## src/rtl/sel_shift_pipe_if.sv

```systemverilog
// -----------------------------------------------------------------------------
// sel_shift_pipe_if
// Streaming bus bundle for sel_shift_pipe.
//   Operand side : in_valid, in_ready, a, b, c (DW each), sat_en
//   Result side  : out_valid, out_ready, x, z (OW each), sat_flag, sat_cnt (CW)
// Data fields are carried as plain vectors; the datapath applies the signed
// interpretation internally.
//   master : the environment (drives operands, accepts results)
//   slave  : the datapath block
// -----------------------------------------------------------------------------
interface sel_shift_pipe_if #(
    parameter int DW = 64,
    parameter int OW = 32,
    parameter int CW = 16
);
    logic          in_valid;
    logic          in_ready;
    logic [DW-1:0] a;
    logic [DW-1:0] b;
    logic [DW-1:0] c;
    logic          sat_en;
    logic          out_valid;
    logic          out_ready;
    logic [OW-1:0] x;
    logic [OW-1:0] z;
    logic          sat_flag;
    logic [CW-1:0] sat_cnt;

    modport master (
        output in_valid, a, b, c, sat_en, out_ready,
        input  in_ready, out_valid, x, z, sat_flag, sat_cnt
    );

    modport slave (
        input  in_valid, a, b, c, sat_en, out_ready,
        output in_ready, out_valid, x, z, sat_flag, sat_cnt
    );
endinterface

```

## src/rtl/sel_shift_pipe.sv

```systemverilog
// -----------------------------------------------------------------------------
// sel_shift_pipe
// Three-stage valid/ready add-compare-select-shift datapath with a per-beat
// choice of truncating or saturating narrowing from DW to OW bits.
//   S1: d = a+b, e = a+c, f = a-b
//   S2: lt = d<e (signed), eq = d==e, g = lt ? e : d, h = eq ? f : g
//   S3: x = narrow(h << (lt ? SH : 0)), z = narrow(g >>> (eq ? SH : 0))
// All stages advance together whenever the output register is empty or being
// drained, so in_ready is that same advance condition.
// Ports:
//   clk_i  : clock, rising edge
//   rst_ni : asynchronous active-low reset
//   bus    : sel_shift_pipe_if slave modport (operand and result streams)
// A result emerges after the third rising edge, counting the edge that
// accepts the beat; the pipeline holds at most three beats.
// -----------------------------------------------------------------------------
module sel_shift_pipe #(
    parameter int DW = 64,
    parameter int OW = 32,
    parameter int SH = 1,
    parameter int CW = 16
) (
    input  logic              clk_i,
    input  logic              rst_ni,
    sel_shift_pipe_if.slave   bus
);
    localparam logic [OW-1:0] OUT_MIN = OW'(1) << (OW-1);
    localparam logic [OW-1:0] OUT_MAX = ~OUT_MIN;

    // ---------------- stage registers ----------------
    logic                 v1_q, v2_q, out_valid_q;
    logic signed [DW-1:0] d_q, e_q, f_q;
    logic                 se1_q, se2_q;
    logic signed [DW-1:0] g_q, h_q;
    logic                 lt_q, eq_q;
    logic        [OW-1:0] x_q, z_q;
    logic                 sat_flag_q;
    logic        [CW-1:0] sat_cnt_q;

    logic adv;
    assign adv = !out_valid_q || bus.out_ready;

    // ---------------- S1: capture sums/difference ----------------
    always_ff @(posedge clk_i or negedge rst_ni) begin
        if (!rst_ni) begin
            v1_q  <= 1'b0;
            d_q   <= '0;
            e_q   <= '0;
            f_q   <= '0;
            se1_q <= 1'b0;
        end else if (adv) begin
            v1_q  <= bus.in_valid;
            d_q   <= $signed(bus.a) + $signed(bus.b);
            e_q   <= $signed(bus.a) + $signed(bus.c);
            f_q   <= $signed(bus.a) - $signed(bus.b);
            se1_q <= bus.sat_en;
        end
    end

    // ---------------- S2: compare and select ----------------
    logic                 lt_d, eq_d;
    logic signed [DW-1:0] g_d, h_d;

    always_comb begin
        lt_d = d_q < e_q;
        eq_d = d_q == e_q;
        g_d  = lt_d ? e_q : d_q;
        h_d  = eq_d ? f_q : g_d;
    end

    always_ff @(posedge clk_i or negedge rst_ni) begin
        if (!rst_ni) begin
            v2_q  <= 1'b0;
            g_q   <= '0;
            h_q   <= '0;
            lt_q  <= 1'b0;
            eq_q  <= 1'b0;
            se2_q <= 1'b0;
        end else if (adv) begin
            v2_q  <= v1_q;
            g_q   <= g_d;
            h_q   <= h_d;
            lt_q  <= lt_d;
            eq_q  <= eq_d;
            se2_q <= se1_q;
        end
    end

    // ---------------- S3: shift and narrow ----------------
    logic signed [DW-1:0] xs, zs;

    always_comb begin
        xs = lt_q ? (h_q << SH) : h_q;
        zs = eq_q ? (g_q >>> SH) : g_q;
    end

    // Lane 0 carries x, lane 1 carries z; both narrow identically.
    logic [DW-1:0] lane_in  [2];
    logic [OW-1:0] lane_out [2];
    logic          lane_sat [2];

    assign lane_in[0] = xs;
    assign lane_in[1] = zs;

    generate
        for (genvar gi = 0; gi < 2; gi++) begin : g_narrow
            // A value fits in OW signed bits when every bit from the OW sign
            // position upward matches; with OW == DW this is a single bit and
            // always fits, so saturation can never fire.
            logic fits;
            assign fits = (lane_in[gi][DW-1:OW-1] == '0) ||
                          (lane_in[gi][DW-1:OW-1] == '1);
            assign lane_sat[gi] = se2_q && !fits;
            assign lane_out[gi] = lane_sat[gi] ? (lane_in[gi][DW-1] ? OUT_MIN : OUT_MAX)
                                               : lane_in[gi][OW-1:0];
        end
    endgenerate

    always_ff @(posedge clk_i or negedge rst_ni) begin
        if (!rst_ni) begin
            out_valid_q <= 1'b0;
            x_q         <= '0;
            z_q         <= '0;
            sat_flag_q  <= 1'b0;
        end else if (adv) begin
            out_valid_q <= v2_q;
            x_q         <= lane_out[0];
            z_q         <= lane_out[1];
            sat_flag_q  <= lane_sat[0] || lane_sat[1];
        end
    end

    // Counts only transferred beats; invalid slots may carry a stale flag.
    always_ff @(posedge clk_i or negedge rst_ni) begin
        if (!rst_ni) begin
            sat_cnt_q <= '0;
        end else if (out_valid_q && bus.out_ready && sat_flag_q && (sat_cnt_q != '1)) begin
            sat_cnt_q <= sat_cnt_q + CW'(1);
        end
    end

    assign bus.in_ready  = adv;
    assign bus.out_valid = out_valid_q;
    assign bus.x         = x_q;
    assign bus.z         = z_q;
    assign bus.sat_flag  = sat_flag_q;
    assign bus.sat_cnt   = sat_cnt_q;
endmodule

```

## src/flat_wrapper.sv

```systemverilog
// flat-port wrapper written by rule: the top's interface ports become plain ports
module sel_shift_pipe_flat 
#(
    parameter int DW = 64,
    parameter int OW = 32,
    parameter int SH = 1,
    parameter int CW = 16
)
  (clk_i, rst_ni, bus_in_valid, bus_a, bus_b, bus_c, bus_sat_en, bus_out_ready, bus_in_ready, bus_out_valid, bus_x, bus_z, bus_sat_flag, bus_sat_cnt);
  sel_shift_pipe_if #(.DW(DW), .OW(OW), .CW(CW)) bus_i ();
  input  logic clk_i;
  input  logic rst_ni;
  input wire logic [$bits(bus_i.in_valid)-1:0] bus_in_valid;
  input wire logic [$bits(bus_i.a)-1:0] bus_a;
  input wire logic [$bits(bus_i.b)-1:0] bus_b;
  input wire logic [$bits(bus_i.c)-1:0] bus_c;
  input wire logic [$bits(bus_i.sat_en)-1:0] bus_sat_en;
  input wire logic [$bits(bus_i.out_ready)-1:0] bus_out_ready;
  output wire logic [$bits(bus_i.in_ready)-1:0] bus_in_ready;
  output wire logic [$bits(bus_i.out_valid)-1:0] bus_out_valid;
  output wire logic [$bits(bus_i.x)-1:0] bus_x;
  output wire logic [$bits(bus_i.z)-1:0] bus_z;
  output wire logic [$bits(bus_i.sat_flag)-1:0] bus_sat_flag;
  output wire logic [$bits(bus_i.sat_cnt)-1:0] bus_sat_cnt;
  assign bus_i.in_valid = bus_in_valid;
  assign bus_i.a = bus_a;
  assign bus_i.b = bus_b;
  assign bus_i.c = bus_c;
  assign bus_i.sat_en = bus_sat_en;
  assign bus_i.out_ready = bus_out_ready;
  assign bus_in_ready = bus_i.in_ready;
  assign bus_out_valid = bus_i.out_valid;
  assign bus_x = bus_i.x;
  assign bus_z = bus_i.z;
  assign bus_sat_flag = bus_i.sat_flag;
  assign bus_sat_cnt = bus_i.sat_cnt;
  sel_shift_pipe #(.DW(DW), .OW(OW), .SH(SH), .CW(CW)) u_core (.clk_i(clk_i), .rst_ni(rst_ni), .bus(bus_i));
endmodule
```

## config.mk

```make
export PLATFORM = sky130hd
export DESIGN_NAME = sel_shift_pipe_flat
export DESIGN_NICKNAME = d
export VERILOG_FILES = /design/src/rtl/sel_shift_pipe_if.sv /design/src/rtl/sel_shift_pipe.sv /design/src/flat_wrapper.sv
export SDC_FILE = /design/constraint.sdc
export NUM_CORES = 1
export LEC_CHECK = 0
export CAP_MARGIN = 30
export CORE_AREA = 2 2 237 239
export CTS_BUF_LIST = sky130_fd_sc_hd__clkbuf_2
export CTS_CLUSTER_SIZE = 24
export DETAILED_ROUTE_END_ITERATION = 10
export DIE_AREA = 0 0 239 241
export DONT_BUFFER_PORTS = 1
export PLACE_DENSITY = 0.68
export SLEW_MARGIN = 5
export SYNTH_ARGS = -nofsm -noshare
export SYNTH_HDL_FRONTEND = slang
export SYNTH_SLANG_ARGS = --single-unit
export TNS_END_PERCENT = 20
```

## constraint.sdc

```tcl
create_clock -name clk_i -period 5.95 [get_ports clk_i]
set_clock_uncertainty 0.05 [all_clocks]
set_input_delay 0.595 -clock clk_i [delete_from_list [all_inputs] [get_ports clk_i]]
set_output_delay 0.595 -clock clk_i [all_outputs]
set_load 0.01 [all_outputs]
```

* After elaboration in Yosys (flattened, before gate mapping)
Cells that the tools add are included.
** Word-level totals
- Output and inout port bits :: 83
- Bits in registers :: 408
- Logic and storage cells :: 47
- Input port bits :: 197
** Operators by class
- Equal/unequal tests :: 4
- Mux-type cells :: 8
- Add/sub/neg operators :: 4
- Reductions and logical operators :: 14
- $lt $le $gt $ge :: 1
** Operators by type and width (number)
- $mux W64 :: 3
- $add A64 B64 Y64 :: 2
- $mux W32 :: 4
- $eq A33 B33 Y1 const B :: 2
- $logic_not A33 Y1 :: 2
- $eq A64 B64 Y1 :: 1
- $lt A64 B64 Y1 :: 1
- $sub A64 B64 Y64 :: 1
- $mux W63 :: 1
- $add A16 B1 Y16 const B :: 1
- $ne A16 B16 Y1 const B :: 1
- $logic_and A1 B1 Y1 :: 5
- $logic_or A1 B1 Y1 :: 4
- $logic_not A1 Y1 :: 3

* Longest topological paths before layout
- Depth after elaboration :: 6
- Mapped depth :: 13
- Gate-level depth less buffers :: 13

* Worst setup path before layout
Ideal clock, no wire load.
- Kind :: in2reg
- From :: input port bus_a[0]
- To :: register u_core.f_q[54]
- Setup time :: 0.131 ns
- Setup slack :: 2.450 ns
- Arrival time :: 3.318 ns
- Stages :: 13
- Path buffers :: 0
- Cells stage by stage :: inv_1 -> ha_1 -> fa_1 -> nor2b_1 -> o211ai_1 -> a2111oi_2 -> o311a_1 -> o21ai_2 -> a2111oi_4 -> o21ai_1 -> o21ai_2 -> nor4b_1 -> nor3_1
** Between the ends
- Word-level cells in the longest chain between the ends :: 1
** RTL lines
- start, declared :: RTL line flat_wrapper.sv:14 : input wire logic [$bits(bus_i.a)-1:0] bus_a;
- $sub A64 B64 Y64 :: RTL line sel_shift_pipe.sv:55 : f_q <= $signed(bus.a) - $signed(bus.b);
- end signal, assigned :: RTL line sel_shift_pipe.sv:55
- end, declared :: RTL line sel_shift_pipe.sv:32 : logic signed [DW-1:0] d_q, e_q, f_q;
No other way between the ends.
A chain may end at the register's enable or synchronous reset.

* Worst setup path in the final report
- From :: input port bus_a[0]
- To :: register u_core.d_q[48]
** Between the ends
- Word-level cells in the longest chain between the ends :: 1
** RTL lines
- $add A64 B64 Y64 :: RTL line sel_shift_pipe.sv:53 : d_q <= $signed(bus.a) + $signed(bus.b);
- end signal, assigned :: RTL line sel_shift_pipe.sv:53
- end, declared :: RTL line sel_shift_pipe.sv:32
No other way between the ends.

==> results.tsv <==
metric	value	unit
Fin Hold WS	-0.961	ns
critical path cell sequence	dlygate4sd3_1, ha_1, inv_1, fa_1, nor2_2, o311ai_1, a211oi_2, o211ai_1, a31oi_1, a32oi_1, o211ai_1, a311oi_2, dlygate4sd3_1, nand4_1, dlygate4sd3_1, o211ai_1, dlygate4sd3_1	
yosys warns	0	
number of synthesized flops with an enable pin	0	
Period Utilization, post-route	0.929	
Static Leakage	15.1	nW
worst vdd ir	0.000577	V
clock transition at the registers of the reported paths	0.11	ns
Layout area overhead	10.6	%
Critical-path top delay cell	dlygate4sd3_1	
layout cell share with drive strength beyond 1	0.0640	
Post-Syn Area	0.0305	mm²
final critical-path required period	5.53	ns
final antenna-violating net count	0	
Power Density	412	mW/mm²
Rel. slew slack	0.239	
Overall Power	13.9	mW
cts hold-fix bufs	191	
setup TNS	0	ns
H-tree lvl count	3	
CP max FO	4	
leading post-synthesis cells by cell area	dfrtp_1, ha_1, a21oi_1	
most frequent CP cell	dlygate4sd3_1	
maximum clock rate	181	MHz
first-pass GRT wire length	159000	µm
Util after Layout	0.613	
Worst Path Arrival	6.53	ns
clk sinks	407	
Initial DRC Count	3054	
clk buf depth	3	
Yosys reg bits	407	
PostCTS Resize Cnt	0	
largest net degree at the start of global routing	408	
max-cap viol count	0	
Placeable Area	0.0549	mm²
Least-Margin Pin Slew	1.14	ns
asr flop ratio synth	1.00	
Main synth FF type	dfrtp_1	
Worst Hold Class	in -> async	
CP Capture Type	flop	
routed vias/inst	6.43	
Yosys top cell area share	0.334	
standard-cell rows	86	
Cells after Synth	3635	
GR Overflow Total	0	
Synth cell types	89	
total track usage	0.353	
DR pass1 iterations	6	
cell accounting for the most synthesized area	dfrtp_1	
Worst Path Class, Setup	in -> reg	
Worst Slack Setup Final	0.424	ns
syn nets	4089	
data required time of the critical path	6.96	ns
# setup viols final	0	
antenna violations before repair	3	
GP Congestion	0.976	
Starting Density	0.555	
failing checks	negative hold slack	
num ports	280	
CTS Buf Count	106	
Die Ht	241	µm
Residual DRC	0	
CTS Root Cell	clkbuf_2	
final hold vios	407	
post-detail-place hpwl	77600	µm
status	finished with violations	
final slew viol count	0	
DR WL/cell	22.9	µm
Slowest Stage Delay on Critical Path	0.66	ns
commonest non-fill, non-tap cell in the layout	a21oi_1	
CP Launch Type	input pin	
Routed WL	104000	µm
clock insertion delay at the later pin of the skew report	1.19	ns
largest delay contributor family on the critical path	compound AO/OA/AOI/OAI gates	
Port Buffers	0	
RSZ-0062 raised after global routing	no	
die area	0.0576	mm²
Avg Cell Area, Syn	8.38	µm²
via count	29100	
TritonCTS clock tree	done	
commonest non-fill, non-tap cells in the layout	a21oi_1, dfrtp_1, nor2_1	
sequential area share after synthesis	0.334	
dpl ws	1.44	ns
die width	239	µm
# Post-CTS Setup Buffers	0	
vias in the first global route	27600	
CP Buf/Inv Count	5	
Final nets	4197	
-- layer usage --
layer,share of wire,wire length (µm),GRT usage,up-vias
met4,0.025,2590,0.0966,2
met3,0.082,8550,0.0551,196
li1,-,-,-,13400
met2,0.43,44300,0.520,1316
met1,0.47,48500,0.535,14300
met5,0.00013,13,0,-
-- flip-flops by register name (all words and copies together) (netlist names), 16 cells and up --
name / flops
u_core.bus.sat_cnt: 16
u_core.bus.x: 32
u_core.bus.z: 32
u_core.d_q: 63
u_core.e_q: 64
u_core.f_q: 64
u_core.g_q: 64
u_core.h_q: 64
-- worst reg2reg max path, delay by kind of cell (launching register included) --
| kind | cells | cell delay (ns) |
|---|---|---|
| compound gates | 1 | 0.23 |
| flops | 1 | 0.39 |
| simple gates | 5 | 2.31 |
| buf+inv | 3 | 0.71 |
| fa+ha+maj | 1 | 0.43 |
-- report_power, final --
part,switching [mW],total [mW],internal [mW]
registers,1.35,5.31,3.96
logic,3.78,6.40,2.61
clock network,1.27,2.15,0.882
total,6.40,13.9,7.46
-- per-stage QoR --
step	std cells	cell area, µm²
after CTS	4528	33600
after floorplan	3635	30500
after global placement	4145	30600
after global routing	4531	33700
after detailed placement	4146	30700
final	4532	33700
-- area by class of cell --
| cell class | instances | area, µm² |
|---|---|---|
| inverter | 222 | 841 |
| antenna | 2 | 5.00 |
| clock buffer | 150 | 751 |
| sequential | 407 | 10200 |
| timing repair buffer | 212 | 2130 |
| tap | 704 | 881 |
| clock inverter | 41 | 310 |
| fill | 4940 | 21200 |
| multi-input combinational | 2794 | 18600 |
-- synthesized netlist by cell type, types with 25 or more instances --
master / n
a31oi_1: 32
dfrtp_1: 407
nand3_1: 60
inv_1: 220
o21bai_1: 45
nor2_1: 351
nor3_1: 64
nor2b_1: 27
clkbuf_1: 182
ha_1: 254
o31ai_1: 39
a211oi_1: 86
nand2_1: 232
o21a_1: 25
nor4_1: 47
o21ai_0: 239
nand4_1: 84
a21oi_1: 458
mux2i_1: 135
xor2_1: 38
a21o_1: 137
xnor2_1: 136
or3_1: 70
-- logic make-up (layout without fill, tap and decap cells) --
logic type      Yosys count  in the layout  synth area share
flops                   407            407             0.334
fa+ha+maj               257            257             0.106
buf+inv                 434            625            0.0570
simple gates           1028           1028             0.161
xor+xnor                175            175            0.0509
mux                     139            139            0.0459
other cells               0              2                 0
compound gates         1195           1195             0.245
-- final timing paths --
path / start / end / slack (ns) / depth (start not counted)
max: bus_a[0] / u_core.d_q[48]$_DFFE_PN0P_ / 0.42 / 17
min: rst_ni / u_core.bus.z[3]$_DFFE_PN0P_ / -0.96 / 0
max reg2reg: u_core.e_q[63]$_DFFE_PN0P_ / u_core.h_q[32]$_DFFE_PN0P_ / 1.71 / 10
min reg2reg: u_core.v2_q$_DFFE_PN0P_ / u_core.bus.out_valid$_DFFE_PN0P_ / 0.43 / 1
max in group asynchronous: rst_ni / u_core.f_q[40]$_DFFE_PN0P_ / 5.75 / 0
min in group clk_i: bus_c[14] / u_core.e_q[14]$_DFFE_PN0P_ / 0.08 / 3
(Power assumes the default switching activity.)
